===== src/rtl/aes_seq_pkg.sv =====
// Shared definitions for the AES round sequencer: sequencer states and the
// default round count / round-index width.
// No ports.
package aes_seq_pkg;

  localparam int NUM_ROUNDS_DEF = 10;
  localparam int CNT_W_DEF      = 4;

  typedef enum logic [2:0] {
    ST_IDLE  = 3'd0,
    ST_INIT  = 3'd1,
    ST_ROUND = 3'd2,
    ST_FINAL = 3'd3,
    ST_DONE  = 3'd4
  } seq_state_e;

endpackage


===== src/rtl/aes_round_counter.sv =====
// Round counter for the AES sequencer: synchronous load, increment on enable,
// and a terminal flag raised when the count equals TERM.
// Ports:
//   clk, rst            clock, async active-high reset (count -> 0)
//   load_i, load_val_i  load count with load_val_i (wins over inc_i)
//   inc_i               increment count by one
//   count_o             current count
//   term_o              count_o == TERM
module aes_round_counter
  import aes_seq_pkg::*;
#(
  parameter int CNT_W = CNT_W_DEF,
  parameter int TERM  = NUM_ROUNDS_DEF - 1
) (
  input  logic             clk,
  input  logic             rst,
  input  logic             load_i,
  input  logic [CNT_W-1:0] load_val_i,
  input  logic             inc_i,
  output logic [CNT_W-1:0] count_o,
  output logic             term_o
);

  logic [CNT_W-1:0] count_q, count_d;

  always_comb begin
    count_d = count_q;
    if (load_i) begin
      count_d = load_val_i;
    end else if (inc_i) begin
      count_d = count_q + 1'b1;
    end
  end

  always_ff @(posedge clk or posedge rst) begin
    if (rst) begin
      count_q <= '0;
    end else begin
      count_q <= count_d;
    end
  end

  assign count_o = count_q;
  assign term_o  = (count_q == CNT_W'(TERM));

endmodule


===== src/rtl/aes_round_sequencer.sv =====
// Control sequencer for an iterative AES datapath. Accepts one block at a
// time, steps the datapath through the initial AddRoundKey, the middle
// rounds and the final round (waiting on the key schedule each step), then
// holds the finished block until the consumer takes it.
// Ports:
//   clk, rst                       clock, async active-high reset
//   in_valid, in_decrypt, in_ready block offer, its mode, accept possible
//   key_ready                      round key for key_sel available this cycle
//   load_state                     datapath captures the input block
//   round_en                       datapath performs one round operation
//   first_round, final_round       qualifiers: AddRoundKey only / no MixColumns
//   round_idx, key_sel             logical round, round-key index
//   out_valid, out_ready           finished block handshake
//   busy                           not idle
//
// state | meaning
// IDLE  | waiting for a block; in_ready high
// INIT  | initial AddRoundKey (round 0)
// ROUND | middle rounds 1..NUM_ROUNDS-1, index from the round counter
// FINAL | last round (NUM_ROUNDS), MixColumns omitted
// DONE  | finished block held on out_valid until out_ready
module aes_round_sequencer
  import aes_seq_pkg::*;
#(
  parameter int NUM_ROUNDS = NUM_ROUNDS_DEF,
  parameter int CNT_W      = CNT_W_DEF
) (
  input  logic             clk,
  input  logic             rst,
  input  logic             in_valid,
  input  logic             in_decrypt,
  output logic             in_ready,
  input  logic             key_ready,
  output logic             load_state,
  output logic             round_en,
  output logic             first_round,
  output logic             final_round,
  output logic [CNT_W-1:0] round_idx,
  output logic [CNT_W-1:0] key_sel,
  output logic             out_valid,
  input  logic             out_ready,
  output logic             busy
);

  seq_state_e       state_q, state_d;
  logic             mode_q, mode_d;
  logic             cnt_load, cnt_inc, cnt_term;
  logic [CNT_W-1:0] cnt_load_val, cnt;

  // INIT hands the counter round 1; FINAL clears it for the next block.
  assign cnt_load     = key_ready && ((state_q == ST_INIT) || (state_q == ST_FINAL));
  assign cnt_load_val = (state_q == ST_INIT) ? CNT_W'(1) : '0;
  assign cnt_inc      = key_ready && (state_q == ST_ROUND);

  aes_round_counter #(
    .CNT_W (CNT_W),
    .TERM  (NUM_ROUNDS - 1)
  ) u_round_counter (
    .clk        (clk),
    .rst        (rst),
    .load_i     (cnt_load),
    .load_val_i (cnt_load_val),
    .inc_i      (cnt_inc),
    .count_o    (cnt),
    .term_o     (cnt_term)
  );

  always_ff @(posedge clk or posedge rst) begin
    if (rst) begin
      state_q <= ST_IDLE;
      mode_q  <= 1'b0;
    end else begin
      state_q <= state_d;
      mode_q  <= mode_d;
    end
  end

  always_comb begin
    state_d = state_q;
    mode_d  = mode_q;
    case (state_q)
      ST_IDLE: begin
        if (in_valid) begin
          mode_d  = in_decrypt;
          state_d = ST_INIT;
        end
      end
      ST_INIT:  if (key_ready) state_d = ST_ROUND;
      ST_ROUND: if (key_ready && cnt_term) state_d = ST_FINAL;
      ST_FINAL: if (key_ready) state_d = ST_DONE;
      ST_DONE:  if (out_ready) state_d = ST_IDLE;
      default:  state_d = ST_IDLE;
    endcase
  end

  // first_round/final_round mark which kind of step is in progress; round_en
  // says whether it executes this cycle (low while the key schedule stalls).
  always_comb begin
    in_ready    = 1'b0;
    load_state  = 1'b0;
    round_en    = 1'b0;
    first_round = 1'b0;
    final_round = 1'b0;
    round_idx   = '0;
    key_sel     = '0;
    out_valid   = 1'b0;
    busy        = (state_q != ST_IDLE);
    case (state_q)
      ST_IDLE: begin
        in_ready   = 1'b1;
        // Reset forces IDLE asynchronously; keep the capture strobe quiet there.
        load_state = in_valid && !rst;
      end
      ST_INIT: begin
        first_round = 1'b1;
        round_en    = key_ready;
      end
      ST_ROUND: begin
        round_idx = cnt;
        round_en  = key_ready;
      end
      ST_FINAL: begin
        round_idx   = CNT_W'(NUM_ROUNDS);
        final_round = 1'b1;
        round_en    = key_ready;
      end
      ST_DONE: out_valid = 1'b1;
      default: ;
    endcase
    // Decrypt walks the key schedule backwards; uses the latched mode only.
    if ((state_q == ST_INIT) || (state_q == ST_ROUND) || (state_q == ST_FINAL)) begin
      key_sel = mode_q ? (CNT_W'(NUM_ROUNDS) - round_idx) : round_idx;
    end
  end

endmodule

===== config.mk =====
export PLATFORM = sky130hd
export DESIGN_NAME = aes_round_sequencer
export DESIGN_NICKNAME = d
export VERILOG_FILES = /design/src/rtl/aes_seq_pkg.sv /design/src/rtl/aes_round_counter.sv /design/src/rtl/aes_round_sequencer.sv
export SDC_FILE = /design/constraint.sdc
export NUM_CORES = 1
export LEC_CHECK = 0
export CORE_MARGIN = 4
export CORE_UTILIZATION = 30
export CTS_CLUSTER_DIAMETER = 150
export DETAILED_ROUTE_END_ITERATION = 10
export PLACE_DENSITY_LB_ADDON = 0.08
export RECOVER_POWER = 50
export SLEW_MARGIN = 20
export SYNTH_ARGS = -nofsm -noshare
export SYNTH_HDL_FRONTEND = slang
export SYNTH_SLANG_ARGS = --single-unit

===== constraint.sdc =====
create_clock -name clk -period 2.1 [get_ports clk]
set_input_delay 0.63 -clock clk [delete_from_list [all_inputs] [get_ports clk]]
set_output_delay 0.63 -clock clk [all_outputs]
set_load 0.05 [all_outputs]

# Word level (Yosys, flattened, before mapping)
# Index checks and enable logic that the tools add are counted.
[totals]
reg_bits = 8
input_bits = 6
out_inout_bits = 15
[classes]
n_eq_ne = 10
mux = 18
reduce_logical = 14
addsub = 2
[op_table]
columns = ["operator", "n"]
rows = [
  ["$mux 4", 4],
  ["$mux 3", 5],
  ["$pmux 3 s5", 1],
  ["$ne 2x2->1 const B", 5],
  ["$pmux 4 s2", 1],
  ["$mux 1", 7],
  ["$eq 3x2->1 const B", 2],
  ["$reduce_and 5->1", 1],
  ["$add 4x1->4 const B", 1],
  ["$eq 4x4->1 const B", 1],
  ["$logic_and 1x1->1", 4],
  ["$sub 4x4->4 const A", 1],
  ["$eq 3x1->1 const B", 1],
  ["$eq 3x3->1 const B", 1],
  ["$logic_not 3->1", 1],
  ["$logic_or 1x1->1", 3],
  ["$reduce_bool 3->1", 1],
  ["$reduce_or 3->1", 1],
  ["$reduce_and 2->1", 1],
  ["$reduce_bool 2->1", 1],
  ["$logic_not 1->1", 1],
]

# Depth between registers and ports, before layout
[logic_depth]
word_depth = 5
ltp_mapped = 5

# Cells and area by module
# A second synthesis with hierarchy kept.
[hier_totals]
hier_cells = 84
area_unflattened_um2 = 681.9
[modules_own_cells]
columns = ["mod", "area_each_um2", "n_inst", "cells_each"]
rows = [
  ["aes_round_sequencer", 451.7, 1, 61],
  ["aes_round_counter", 230.2, 1, 23],
]

# Worst setup path before layout
# No wires, ideal clock.
[synth_timing]
path_type = "register to output"
startpoint = "register u_round_counter.count_q[0], in the netlist u_round_counter.count_o[0]"
endpoint = "output key_sel[1]"
path_stages_with_launch = 5
setup_slack_ns = -0.687
t_arrival_ns = 2.157
path_buffers = 1
cell_sequence = "dfrtp_1 > buf_2 > nor4b_1 > a21oi_1 > a311oi_1"
[synth_via]
elab_chain_len = 4
[synth_lines]
columns = ["element", "line", "source"]
rows = [
  ["start, declared", "aes_round_counter.sv:24", "logic [CNT_W-1:0] count_q, count_d;"],
  ["start signal, assigned", "aes_round_counter.sv:39", "count_q <= count_d;"],
  ["$pmux 4 s2", "aes_round_sequencer.sv:108", "case (state_q)"],
  ["$sub 4x4->4", "aes_round_sequencer.sv:132", "key_sel = mode_q ? (CNT_W'(NUM_ROUNDS) - round_idx) : round_idx;"],
  ["$mux 4", "aes_round_sequencer.sv:132", ""],
  ["$mux 4", "aes_round_sequencer.sv:131", "if ((state_q == ST_INIT) || (state_q == ST_ROUND) || (state_q == ST_FINAL)) begin"],
  ["end, declared", "aes_round_sequencer.sv:39", "output logic [CNT_W-1:0] key_sel,"],
]
# No other way between the ends.

# Worst setup path in the final report
[layout_timing]
startpoint = "register state_q[0]"
endpoint = "output key_sel[3]"
[layout_via]
elab_chain_len = 5
[layout_lines]
columns = ["element", "line", "source"]
rows = [
  ["start, declared", "aes_round_sequencer.sv:45", "seq_state_e state_q, state_d;"],
  ["start signal, assigned", "aes_round_sequencer.sv:73", "state_q <= state_d;"],
  ["$eq 3x2->1", "aes_round_sequencer.sv:108, aes_round_sequencer.sv:131", ""],
  ["$pmux 4 s2", "aes_round_sequencer.sv:108", ""],
  ["$sub 4x4->4", "aes_round_sequencer.sv:132", ""],
  ["$mux 4", "aes_round_sequencer.sv:132", ""],
  ["$mux 4 (*)", "aes_round_sequencer.sv:131", ""],
]
# Every way passes the cells marked *; elsewhere a longest branch is shown, timed or not.

==> flow_metrics.env <==
export IMPL_cts_buffer_depth=2
export IMPL_clk_pin_slew_ns=0.06
export IMPL_dr_pass1_iters=4
export IMPL_rows=16
export IMPL_grt_pass1_vias=759
export IMPL_fin_skew_ns=0.01091
export IMPL_dr_wl_met2_microns=1221
export IMPL_finalHoldViolCount=0
export IMPL_grt_pass1_wl_microns=3332
export IMPL_finalWeightedCongestion=0.7262
export IMPL_port_buffers=20
export IMPL_hpwl_microns=1459
export IMPL_drc=0
export IMPL_critPathMaxFanout=7
export IMPL_path_depth=6
export IMPL_crit_start="state_q[0]"
export IMPL_async_flop_share_pct=100.0
export IMPL_whs_ns=0.6442
export IMPL_worst_slack_ns=-0.09726
export IMPL_synthCells=79
export IMPL_dieWidth_microns=53.94
export IMPL_pre_cts_ws_ns=-0.1368
export IMPL_cpLargestDelayFamily="buffers and inverters"
export IMPL_required_ns=1.47
export IMPL_drt_wirelength_per_cell_microns=14.60
export IMPL_clk_latency_ns=0.25
export IMPL_final_setup_viol_count=7
export IMPL_drv_cap=0
export IMPL_design_portCount=21
export IMPL_cts_buffers=3
export IMPL_syn2layout_area_growth_pct=127.7
export IMPL_violations="setup timing"
export IMPL_r2r_start="state_q[0]"
export IMPL_fmax_mhz=455.1
export IMPL_drv_slew=0
export IMPL_drive_gt1_share_pct=59.23
export IMPL_wl_met3_microns=164
export IMPL_nets=140
export IMPL_syn_nets=87
export IMPL_period_needed_ns=2.197
export IMPL_synth_cell_types=31
export IMPL_rsz0062_at_grt="true"
export IMPL_synth_seq_cells=8
export IMPL_path_buf_inv=4
export IMPL_antenna_cells=0
export IMPL_worstRegToRegCells=7
export IMPL_route_final_wire_length_microns=2292
export IMPL_core_sq_mm=0.001982
export IMPL_numClockSinks=8
export IMPL_synth_edff_count=0
export IMPL_worstMarginPinSlew_ns=0.3201
export IMPL_initial_utilization_pct=31.94
export IMPL_wl_met1_microns=890
export IMPL_worstSetupPathType="flop to primary output"
export IMPL_ctsHoldBuffers=0
export IMPL_via_per_inst=5.197
export IMPL_worstHoldPathType="flop to flop"
export IMPL_cts_max_level=1
export IMPL_ys_seq_area_share_pct=31.62
export IMPL_highest_layer="met4"
export IMPL_grt_max_degree=12
export IMPL_post_route_period_util_pct=104.6
export IMPL_slowest_stage="dfrtp_2"
export IMPL_synth_area_sq_um=633.1
export IMPL_relSlewSlack_pct=78.78
export IMPL_crit_path_end="key_sel[3]"
export IMPL_status="complete, but fails checks"
export IMPL_end_kind="primary output"
export IMPL_crit_chain="buf_4, buf_8, clkinvlp_4, o21ai_2, o2111a_1, buf_12"
export IMPL_chipHeight_microns=53.94
export IMPL_cts_tree="yes"
export IMPL_cts_root_buf="clkbuf_4"
export IMPL_antenna_found_initial=0
export IMPL_avgSynthCellArea_sq_um=8.014
export IMPL_drt_initial_drc_count=16
export IMPL_startpoint_type="flop"
export IMPL_grt_remaining_overflow=0
export IMPL_cp_arrival_ns=1.57
export IMPL_critPathMaxStageDelay_ns=0.39
export IMPL_ant_nets=0
export IMPL_synthFlopType="dfrtp_1"
export IMPL_yosys_warnings=0
export IMPL_die_area_sq_mm=0.002910
export IMPL_r2r_end="u_round_counter.count_o[3]"
export IMPL_via_count=816
export IMPL_rrSetupSlack_ns=0.42
export IMPL_track_usage_pct=16.44
sequential cells by signal (all words and copies together), names as in the netlist:
register / cells
u_round_counter.count_o: 4
mode_q: 1
state_q: 3
Yosys cell counts (2+ instances only):
master / number / area [sq um]
nor2_1: 9 / 33.78
dfrtp_1: 8 / 200.2
a21oi_1: 7 / 35.03
inv_1: 7 / 26.28
nand2_1: 7 / 26.28
buf_2: 5 / 25.02
nor2b_1: 3 / 18.77
nor3b_1: 3 / 22.52
o21ai_0: 3 / 15.01
ha_1: 2 / 25.02
mux2_2: 2 / 22.52
nand3_1: 2 / 10.01
nand4_1: 2 / 12.51
nor3_1: 2 / 10.01
placed cells by master, fill, tap and decap left out, types with 2 or more instances in the layout:
| cell | netlist | layout |
|---|---|---|
| nor2_1 | 9 | 4 |
| nor2_4 | 0 | 4 |
| clkbuf_4 | 0 | 3 |
| buf_6 | 0 | 7 |
| nand3_1 | 2 | 2 |
| nand2_1 | 7 | 4 |
| inv_1 | 7 | 4 |
| nor3b_2 | 0 | 3 |
| ha_1 | 2 | 2 |
| nand2b_4 | 1 | 2 |
| a21oi_1 | 7 | 6 |
| clkinvlp_4 | 0 | 3 |
| nand2_4 | 0 | 3 |
| nand4_1 | 2 | 2 |
| buf_12 | 0 | 16 |
| buf_4 | 0 | 24 |
| mux2_2 | 2 | 2 |
| nor2b_1 | 3 | 3 |
| dfrtp_1 | 8 | 7 |
| clkdlybuf4s50_1 | 0 | 3 |
per-stage QoR:
step	util [%]	instance area, sq um	cells	TNS, ns
floorplan	-	660.6	79	-2.024
global placement	57.51	1140	137	-0.1556
detailed placement	57.51	1140	137	-0.1816
global route	72.73	1441	157	-0.8794
CTS	64.08	1270	145	-0.1878
finish	72.73	1441	157	-0.4070
routing by layer:
| metal | global-route usage, % | vias to the layer above |
|---|---|---|
| met5 | 0 | - |
| met4 | 8.511 | 0 |
| met3 | 4.986 | 2 |
| met2 | 26.01 | 34 |
| met1 | 19.87 | 399 |
| li1 | - | 381 |
cell type report:
cell class,instances,area (sq um)
tap,27,33.78
sequential,8,201.4
multi-input combinational,59,503.0
fill,126,540.5
inverter,7,37.54
timing repair buffer,53,643.1
clock buffer,3,22.52
worst min path at each step:
| stage | to | cells after the start | from | slack (ns) |
|---|---|---|---|---|
| finish | u_round_counter.count_o[3] | 2 | u_round_counter.count_o[3] | 0.64 |
| global route | state_q[1] | 2 | state_q[2] | 0.66 |
| CTS | u_round_counter.count_o[3] | 2 | u_round_counter.count_o[3] | 0.63 |
| detailed placement | u_round_counter.count_o[3] | 2 | u_round_counter.count_o[3] | 0.62 |
| global placement | state_q[1] | 2 | state_q[2] | 0.61 |
| floorplan | mode_q | 1 | rst | 0.45 |
kinds of logic after synthesis:
family	after synthesis	share of synthesized area, %
compound gates	18	18.58
xor+xnor	2	2.767
fa+ha+maj	2	3.952
buf+inv	12	8.103
flops	8	31.62
mux	3	5.138
simple gates	34	29.84
tightest hold or removal path, cell delays in order (launching register included):
cell	delay (ns)
dfrtp_1	0.43
o31ai_1	0.09
a22oi_1	0.07
what timing repair did:
| action | CTS | global route |
|---|---|---|
| setup buffers | 5 | 12 |
| pin swaps | 3 | 6 |
| setup endpoints to repair | 10 | 8 |
| resized for setup | 19 | 18 |
Power is not shown: default switching activity piles up to over one toggle a cycle in this logic, so the estimate is an artifact.
